$ cat src/rtl/decoder_b_insn_pkg.sv
// Shared constants for the RV branch decoder: the BRANCH major opcode and the
// funct3 encodings of the six conditional branches.
package decoder_b_insn_pkg;

    localparam logic [6:0] OPC_BRANCH = 7'b1100011;

    localparam logic [2:0] F3_BEQ  = 3'b000;
    localparam logic [2:0] F3_BNE  = 3'b001;
    localparam logic [2:0] F3_BLT  = 3'b100;
    localparam logic [2:0] F3_BGE  = 3'b101;
    localparam logic [2:0] F3_BLTU = 3'b110;
    localparam logic [2:0] F3_BGEU = 3'b111;

endpackage

$ cat src/rtl/decoder_b_insn_cond.sv
// Branch condition evaluation: picks the single comparison flag named by funct3
// and flags the two reserved funct3 encodings.
module decoder_b_cond
    import decoder_b_insn_pkg::*;
(
    input  logic [2:0] funct3,
    input  logic       EQ,
    input  logic       LS,
    input  logic       LU,
    output logic       take,
    output logic       illegal
);

    // A case per encoding keeps an unknown value on an unselected flag out of take.
    always_comb begin
        take    = 1'b0;
        illegal = 1'b0;
        case (funct3)
            F3_BEQ:  take = EQ;
            F3_BNE:  take = ~EQ;
            F3_BLT:  take = LS;
            F3_BGE:  take = ~LS;
            F3_BLTU: take = LU;
            F3_BGEU: take = ~LU;
            default: illegal = 1'b1;
        endcase
    end

endmodule

$ cat src/rtl/decoder_b_insn.sv
// B-type instruction decoder: zero-latency branch decision and immediate,
// plus wrapping statistics counters of legal branches decoded and taken.
module decoder_b_insn
    import decoder_b_insn_pkg::*;
#(
    parameter int XLEN  = 64,
    parameter int CNT_W = 32
) (
    input  logic             clk,
    input  logic             rst_n,
    input  logic [31:0]      insn,
    input  logic             EQ,
    input  logic             LS,
    input  logic             LU,
    input  logic             insn_valid,
    output logic             pc_alu_sel,
    output logic [XLEN-1:0]  imm_b,
    output logic             is_branch,
    output logic             illegal_branch,
    output logic [CNT_W-1:0] branch_cnt,
    output logic [CNT_W-1:0] taken_cnt
);

    localparam logic [CNT_W-1:0] CNT_ONE = CNT_W'(1);

    logic cond_take;
    logic cond_illegal;
    logic count_en;
    logic unused_rs_fields;

    // rs1/rs2 fields are resolved upstream into EQ/LS/LU.
    assign unused_rs_fields = ^insn[24:15];

    decoder_b_cond u_cond (
        .funct3  (insn[14:12]),
        .EQ      (EQ),
        .LS      (LS),
        .LU      (LU),
        .take    (cond_take),
        .illegal (cond_illegal)
    );

    assign is_branch      = (insn[6:0] == OPC_BRANCH);
    assign pc_alu_sel     = is_branch & cond_take;
    assign illegal_branch = is_branch & cond_illegal;

    assign imm_b = {{(XLEN-13){insn[31]}}, insn[31], insn[7],
                    insn[30:25], insn[11:8], 1'b0};

    assign count_en = insn_valid & is_branch & ~illegal_branch;

    // An unknown insn_valid makes the if condition false, so counters hold.
    always_ff @(posedge clk or negedge rst_n) begin
        if (!rst_n) begin
            branch_cnt <= '0;
            taken_cnt  <= '0;
        end else if (count_en) begin
            branch_cnt <= branch_cnt + CNT_ONE;
            if (pc_alu_sel) begin
                taken_cnt <= taken_cnt + CNT_ONE;
            end
        end
    end

endmodule

$ cat config.mk
export PLATFORM = sky130hd
export DESIGN_NAME = decoder_b_insn
export DESIGN_NICKNAME = d
export VERILOG_FILES = /design/src/rtl/decoder_b_insn_pkg.sv /design/src/rtl/decoder_b_insn_cond.sv /design/src/rtl/decoder_b_insn.sv
export SDC_FILE = /design/constraint.sdc
export NUM_CORES = 1
export LEC_CHECK = 0
export CELL_PAD_IN_SITES_DETAIL_PLACEMENT = 0
export CELL_PAD_IN_SITES_GLOBAL_PLACEMENT = 1
export CORE_UTILIZATION = 33
export CTS_CLUSTER_DIAMETER = 150
export DETAILED_ROUTE_END_ITERATION = 10
export PLACE_DENSITY = 0.89
export SLEW_MARGIN = 15
export SYNTH_ARGS = -nofsm -noshare
export SYNTH_HDL_FRONTEND = slang
export SYNTH_SLANG_ARGS = --single-unit
export TNS_END_PERCENT = 10
$ cat constraint.sdc
create_clock -name clk -period 5.3 [get_ports clk]
set_clock_uncertainty 0.2 [all_clocks]
set_input_delay 0.53 -clock clk [delete_from_list [all_inputs] [get_ports clk]]
set_output_delay 0.53 -clock clk [all_outputs]
set_load 0.01 [all_outputs]
Word level (Yosys, flattened, before mapping)
Cells that the tools add are included.
- register bits after elaboration: 64
- input bits: 38
- output and inout bits: 131
- logic and storage cells: 23
- add/sub/neg operators: 2
- eq/ne operators: 6
- mux-type cells: 2
- bitwise logic cells: 8
- reductions and logical operators: 3
- operators with widths (operator ; count):
    $add 32x1->32 const B ; 2
    $eq 3x3->1 const B ; 4
    $eq 7x7->1 const B ; 1
    $pmux 1 s6 ; 1
    $reduce_or 6->1 ; 1
    $and 1x1->1 ; 4
    $not 1->1 ; 4
    $eq 3x1->1 const B ; 1
    $logic_not 3->1 ; 1
    $reduce_and 2->1 ; 1
    $mux 1 ; 1

Depth between registers and ports, before layout
Gate-level depths: netlist of the first run.
- depth after elaboration: 7
- gate-level depth with buffers: 6
- gate-level depth less buffers: 6

Modules after synthesis
A second synthesis of the first run with hierarchy kept.
- cells, all modules: 340
- area, all modules: 3502.1 µm²
- by module, submodules not included (module ; times used ; cells an instance ; area each (µm²) ; seq. area each (µm²)):
    decoder_b_insn ; 1 ; 334 ; 3455.8 ; 1601.5
    decoder_b_cond ; 1 ; 6 ; 46.3 ; 0.0

Least setup slack after synthesis of the first run
Ideal clock, no wire load.
- path type: input to output
- start: in insn[4]
- end: out pc_alu_sel
- data arrival time: 1.450 ns
- required time: 4.570 ns
- setup slack: 3.120 ns
- stages on the path: 4
- path buffers: 1
- cell sequence: nand4bb_4 -> or2_4 -> buf_2 -> a21oi_1
- cells in the longest elaborated chain, start to end: 2
- RTL lines (element ; line ; source):
    start, declared ; decoder_b_insn.sv:11 ; input logic [31:0] insn,
    $eq 7x7->1 ; decoder_b_insn.sv:43 ; assign is_branch = (insn[6:0] == OPC_BRANCH);
    $and 1x1->1 ; decoder_b_insn.sv:44 ; assign pc_alu_sel = is_branch & cond_take;
    end, declared ; decoder_b_insn.sv:16 ; output logic pc_alu_sel,
No other way between the ends.

Worst setup path in the final report of the first run
- start: in insn[2]
- end: out pc_alu_sel
The elaborated chain is that of the path after synthesis.

==> flow_summary.toml, run 1 <==
[setup_path]
cp_common_cell = "clkdlybuf4s50_1"
start_kind = "input pin"
critPathTopFamily = "buffers and inverters"
endpoint_kind = "output port"
path_class = "in -> out"
cpMaxStageDelayCell = "clkdlybuf4s50_1"
arrival_ns = 2.27
cpPeakStageDelay_ns = 0.56
critPathBufInv = 2
path_max_fanout = 11
cp_cell_sequence = "clkdlybuf4s50_1, nand4bb_4, or2_4, a21oi_1, clkdlybuf4s50_1"
cp_data_required_time_ns = 4.57

[place]
dp_hpwl_mm = 5.758
portBuffers = 82
gp_congestion = 0.7962
postPlaceCellArea_mm2 = 0.004179

[route]
ant_nets = 0
wl_per_cell_um = 15.22
drtPass1Iterations = 4
num_vias = 2462
drcViolationCount = 0
vias_per_cell = 4.781
wl_mm = 7.840
drt-initial-drc-count = 125

[floorplan]
initial_core_util_pct = 33.91
core_mm2 = 0.01084
rows = 38
pin_count = 169
die_y_um = 107.5
die_w_um = 107.5
dieArea_mm2 = 0.01157

[power_and_ir_drop]
p_comb_share_pct = 4.7
power_uw = 927.2
clkPwrFrac_pct = 42.3
intPower_uw = 712.2
p_per_area_mw_per_mm2 = 212.7
p_seq_share_pct = 53.1
power_switching_uw = 215.0
p_sw_share_pct = 23.19
leakagePower_nw = 1.885
ir_drop_v = 0.0001001

[final_layout]
nNetsFinal = 412
final_layout_size_suffix_gt1_share_pct = 9.867
multiInputGateArea_mm2 = 0.001549
area_growth_pct = 18.58
antenna_cells = 0
seqCellArea_mm2 = 0.001602
final_cell_area_mm2 = 0.004359
fillers = 1066

[timing]
fin_crit_sh_pct = 56.57
report.final.slew_viol_count = 0
setup_tns_ns = 0
max_slew.worst_pin.slew_ns = 0.8261
slew_headroom_pct = 44.93
hold_viol = 0
final.min_clock_period_ns = 2.998
setup_violations = 0
fmax_mhz = 333.5
rsz0062_at_grt = "false"

[worst_hold_path]
hold_class = "in -> async"

[clock_network]
post_cts_resized = 0
cts_hold_buffers = 0
clk_path_buf_depth = 2
cts_tree = "built"
cts_buffers = 9
cts-root-buf = "clkbuf_8"
worstSkewPairLatency_ns = 0.33
postCtsSetupBuffers = 0
htree_levels = 3
cts.clk_slew.worst_paths_ns = 0.07
cts.sinks = 64

[logic_synthesis]
synth_flop_cell = "dfrtp_1"
avgSynthCellArea_um2 = 10.66
syn_inst = 345
synth.distinct_cells = 42
synth-async-reset-ratio_pct = 100.0
synth_top_area_share_pct = 43.57
ys_warn_count = 0
yosysSeqAreaShare_pct = 43.57
synth_area_mm2 = 0.003676
ys_seq_elements = 64
synth_area_leader_cell = "dfrtp_1"
syn_nets = 385
synth_commonest_cells = "buf_4 (64), dfrtp_1 (64), xnor2_1 (44)"
synth_edf_count = 0
synth.top_cells.by_area = "dfrtp_1 (44%), buf_4 (13%), xnor2_1 (10%), xor2_1 (5.0%), nand3_1 (3.5%)"

[global_route]
grt_util_all_layers_pct = 14.38
antenna_found_initial = 0
gr-total-overflow = 0
grt_pass1_vias = 2496
grt_pass1_wl_mm = 12.74
grt_max_degree = 65

[job]
maxCapViolations = 0

[status]
status = "completed"
## power groups by stage
stage / combinational (mW) / sequential (mW) / clock [mW]
5_1_grt: 0.0479 / 0.492 / 0.429
3_5_place_dp: 0.0439 / 0.501 / 0
6_report: 0.0431 / 0.492 / 0.392
2_1_floorplan: 0.0633 / 0.502 / 0
4_1_cts: 0.0442 / 0.492 / 0.403
3_3_place_gp: 0.0432 / 0.501 / 0
## sequential cells by signal, indices dropped and copies added (netlist names)
name,flops
taken_cnt,32
branch_cnt,32
## metal layers
metal / share of wire, % / GRT usage, %
met1: 46 / 18.57
met3: 6.5 / 4.298
met5: 0 / 0
met2: 47 / 22.57
met4: 1.2 / 5.382
## worst register-to-register path, delay by kind of cell, from the launching register on
| kind | cells | cell delay [ns] |
|---|---|---|
| AOI/OAI and AO/OA | 1 | 0.37 |
| xor gates and xnor gates | 1 | 0.15 |
| adders and majority gates | 1 | 0.18 |
| DFF | 1 | 0.41 |
| and+or+nand+nor | 3 | 0.82 |
## layout by cell type (no fill, tap or decap), types with 2 or more instances in the layout
master           count
nor4_4               4
ha_1                 2
mux2_2               2
dfrtp_1             64
o21ai_2              2
nand3_1             26
nand4_1             14
nor2_1               8
and3_1              11
and4_1               3
clkinvlp_4           2
inv_1                8
xor2_1              21
nor4_1               7
clkdlybuf4s50_1     81
nor3_1              11
clkbuf_8            12
nand2_1             23
xnor2_1             44
and2_1               5
## per-stage QoR
stage / hold WS, ns / setup WS [ns] / util (%) / instances
after CTS: 0.1969 / 2.291 / 40.21 / 515
after global routing: 0.2362 / 2.214 / 40.21 / 515
after detailed placement: 0.2672 / 2.306 / 38.55 / 501
final: 0.1669 / 2.302 / 40.21 / 515
after global placement: 0.2624 / 2.281 / 38.55 / 501
after floorplan: 0.03441 / 3.120 / - / 345
## logic make-up after synthesis
group,Yosys count,synth area share [%]
AOI/OAI and AO/OA,8,2.519
xor gates and xnor gates,65,15.49
adders and majority gates,2,0.6806
buffers and inverters,75,14.30
DFF,64,43.57
muxes,2,0.6126
other,1,0.1020
and+or+nand+nor,128,22.74
## area by class of cell
class,count,area share [%]
Tap cell,140,4.018
Inverter,8,0.6889
Clock inverter,2,0.3444
Clock buffer,12,3.789
Sequential cell,64,36.74
Timing Repair Buffer,83,18.89
Multi-Input combinational cell,206,35.53
## worst paths after layout
check,from,endpoint,slack [ns],cells after the start
setup / recovery,insn[2],pc_alu_sel,2.30,5
hold / removal,rst_n,branch_cnt[30]$_DFFE_PN0P_,0.17,2
setup reg to reg,taken_cnt[0]$_DFFE_PN0P_,taken_cnt[14]$_DFFE_PN0P_,3.05,6
hold reg to reg,taken_cnt[31]$_DFFE_PN0P_,taken_cnt[31]$_DFFE_PN0P_,0.27,1
max in group asynchronous,rst_n,taken_cnt[6]$_DFFE_PN0P_,4.18,2
min in group clk,taken_cnt[31]$_DFFE_PN0P_,taken_cnt[31]$_DFFE_PN0P_,0.27,1
No activity file was read; power rests on OpenSTA's default activity.
==> run 2: changes to the inputs <==
--- a/config.mk
+++ b/config.mk
@@ -7,10 +7,10 @@
 export LEC_CHECK = 0
 export CELL_PAD_IN_SITES_DETAIL_PLACEMENT = 0
 export CELL_PAD_IN_SITES_GLOBAL_PLACEMENT = 1
-export CORE_UTILIZATION = 33
+export CORE_UTILIZATION = 28
 export CTS_CLUSTER_DIAMETER = 150
 export DETAILED_ROUTE_END_ITERATION = 10
-export PLACE_DENSITY = 0.89
+export PLACE_DENSITY = 0.81
 export SLEW_MARGIN = 15
 export SYNTH_ARGS = -nofsm -noshare
 export SYNTH_HDL_FRONTEND = slang
==> constraint.sdc (replaced) <==
create_clock -name clk -period 2.5 [get_ports clk]
set_clock_uncertainty 0.2 [all_clocks]
set_input_delay 0.25 -clock clk [delete_from_list [all_inputs] [get_ports clk]]
set_output_delay 0.25 -clock clk [all_outputs]
set_load 0.01 [all_outputs]
==> run 2 against run 1 <==
Net effect:
- clock power grew to 3.4 times the previous value
- power grew to 2.7 times the previous value
- setup slack lost 2.2 ns
- sequential share of layout area shrank 2.1 points
- hold slack gained 0.11 ns
- critical endpoint unchanged
- critical path depth is the same
- core utilization shrank 3.9 points
- non-clock buffer count grew 9
==> flow_summary.toml, run 2 (same netlist as run 1, synthesis figures left out) <==
[clock_network]
cts_tree = "built"
worstSkewPairLatency_ns = 0.33
post_cts_resized = 0
cts_hold_buffers = 1
clk_path_buf_depth = 2
cts_buffers = 9
postCtsSetupBuffers = 0
cts-root-buf = "clkbuf_16"
cts.clk_slew.worst_paths_ns = 0.05
htree_levels = 3
cts.sinks = 64

[route]
ant_nets = 0
wl_mm = 7.751
drcViolationCount = 0
drt-initial-drc-count = 54
drtPass1Iterations = 4
wl_per_cell_um = 13.89
vias_per_cell = 4.461
num_vias = 2489

[setup_path]
regToRegEndpoint = "taken_cnt[14]$_DFFE_PN0P_"
path_max_fanout = 8
cp_data_required_time_ns = 2.05
start_kind = "input pin"
arrival_ns = 1.97
reg2reg_depth = 6
crit_path_start = "insn[4]"
crit-reg2reg-launch = "taken_cnt[0]$_DFFE_PN0P_"
rrSetupSlack_ns = 0.28
endpoint_kind = "output port"
path_class = "in -> out"

[timing]
slew_headroom_pct = 57.29
setup_violations = 0
rsz0062_at_grt = "false"
fmax_mhz = 412.5
fin_crit_sh_pct = 96.97
final.min_clock_period_ns = 2.424
report.final.slew_viol_count = 0
max_slew.worst_pin.slew_ns = 0.6406
setup_tns_ns = 0
hold_viol = 0

[final_layout]
nNetsFinal = 421
reg.largest.list = "branch_cnt: 32 flops, taken_cnt: 32 flops"
final_layout_size_suffix_gt1_share_pct = 12.18
area_growth_pct = 25.77
antenna_cells = 0
fillers = 1308
seqCellArea_mm2 = 0.001602
final_cell_mix = "clkdlybuf4s50_1 (81), dfrtp_1 (64), xnor2_1 (44), nand3_1 (26), nand2_1 (23)"
final_cell_area_mm2 = 0.004623
multiInputGateArea_mm2 = 0.001549
finalNonFillerCells = 558
final_common_cell = "clkdlybuf4s50_1"

[place]
postPlaceCellArea_mm2 = 0.004292
dp_cells = 541
dp_hpwl_mm = 5.847
portBuffers = 82
gp_congestion = 0.7428

[floorplan]
rows = 41
core_mm2 = 0.01272
initial_core_util_pct = 28.89
pin_count = 169
die_w_um = 116.6
die_y_um = 116.6
dieArea_mm2 = 0.01359

[job]
maxCapViolations = 0

[power_and_ir_drop]
ir_drop_v = 0.0003241
leakagePower_nw = 2.002
p_per_area_mw_per_mm2 = 537.0

[worst_hold_path]
holdPathEnd = "branch_cnt[31]$_DFFE_PN0P_"
hold_class = "reg -> reg"
hp-start = "branch_cnt[31]$_DFFE_PN0P_"
hold_depth = 1

[global_route]
antenna_found_initial = 0
grt_util_all_layers_pct = 12.33
gr-total-overflow = 0
grt_max_degree = 53
grt_pass1_vias = 2504
grt_pass1_wl_mm = 12.68

[status]
status = "completed"
==> run 2: changes by cell type in the layout (fill, tap and decap cells not counted) <==
cell | before | now
clkbuf_8 | 12 | 1
clkbuf_16 | 0 | 9
buf_4 | 1 | 8
clkinv_2 | 0 | 3
bufinv_16 | 0 | 2
buf_12 | 0 | 1
clkinvlp_4 | 2 | 1
dlygate4sd3_1 | 0 | 1
==> run 2: worst max-delay path by stage <==
stage	end	slack, ns	cells after the start
after floorplan	taken_cnt[14]$_DFFE_PN0P_	0.42	6
after global placement	pc_alu_sel	0.05	5
after detailed placement	taken_cnt[24]$_DFFE_PN0P_	0.008	7
after CTS	pc_alu_sel	0.06	5
after global routing	illegal_branch	0.006	5
final	pc_alu_sel	0.08	5
==> run 2: per-layer routing <==
metal  global-route usage [%]  up-vias  share of wire [%]
met5                        0        -                  0
met4                    4.810        0                1.3
met3                    3.477        8                5.1
met2                    19.68       64                 48
met1                    15.79     1226                 46
li1                         -     1191                  -
==> run 2: stage by stage <==
stage / total power [mW] / util, % / hold WS, ns / setup WS [ns]
after CTS: 2.521 / 36.34 / 0.2809 / 0.05779
after floorplan: 1.198 / - / -0.2456 / 0.4241
after global placement: 1.158 / 33.73 / 0.1027 / 0.05384
after detailed placement: 1.161 / 33.73 / 0.1174 / 0.008235
final: 2.483 / 36.34 / 0.2726 / 0.07570
after global routing: 2.569 / 36.34 / 0.2901 / 0.006223
==> run 2: critical path, cell delays in order <==
cell	delay, ns
clkdlybuf4s50_1	0.40
nand4bb_4	0.29
or2_4	0.33
a21oi_1	0.14
clkdlybuf4s50_1	0.56
==> run 2: power by group <==
part           internal, mW  switching (mW)
clock                 0.894           0.448
combinational        0.0442          0.0513
sequential             1.04         0.00509
==> run 2: layout make-up <==
class | count | share of cell area, %
inverters | 8 | 0.6495
flip-flops and latches | 64 | 34.64
multi-input cells | 206 | 33.50
clock buffers | 10 | 5.169
repair buffers | 92 | 19.59
clock inverters | 6 | 1.786
well taps | 172 | 4.655
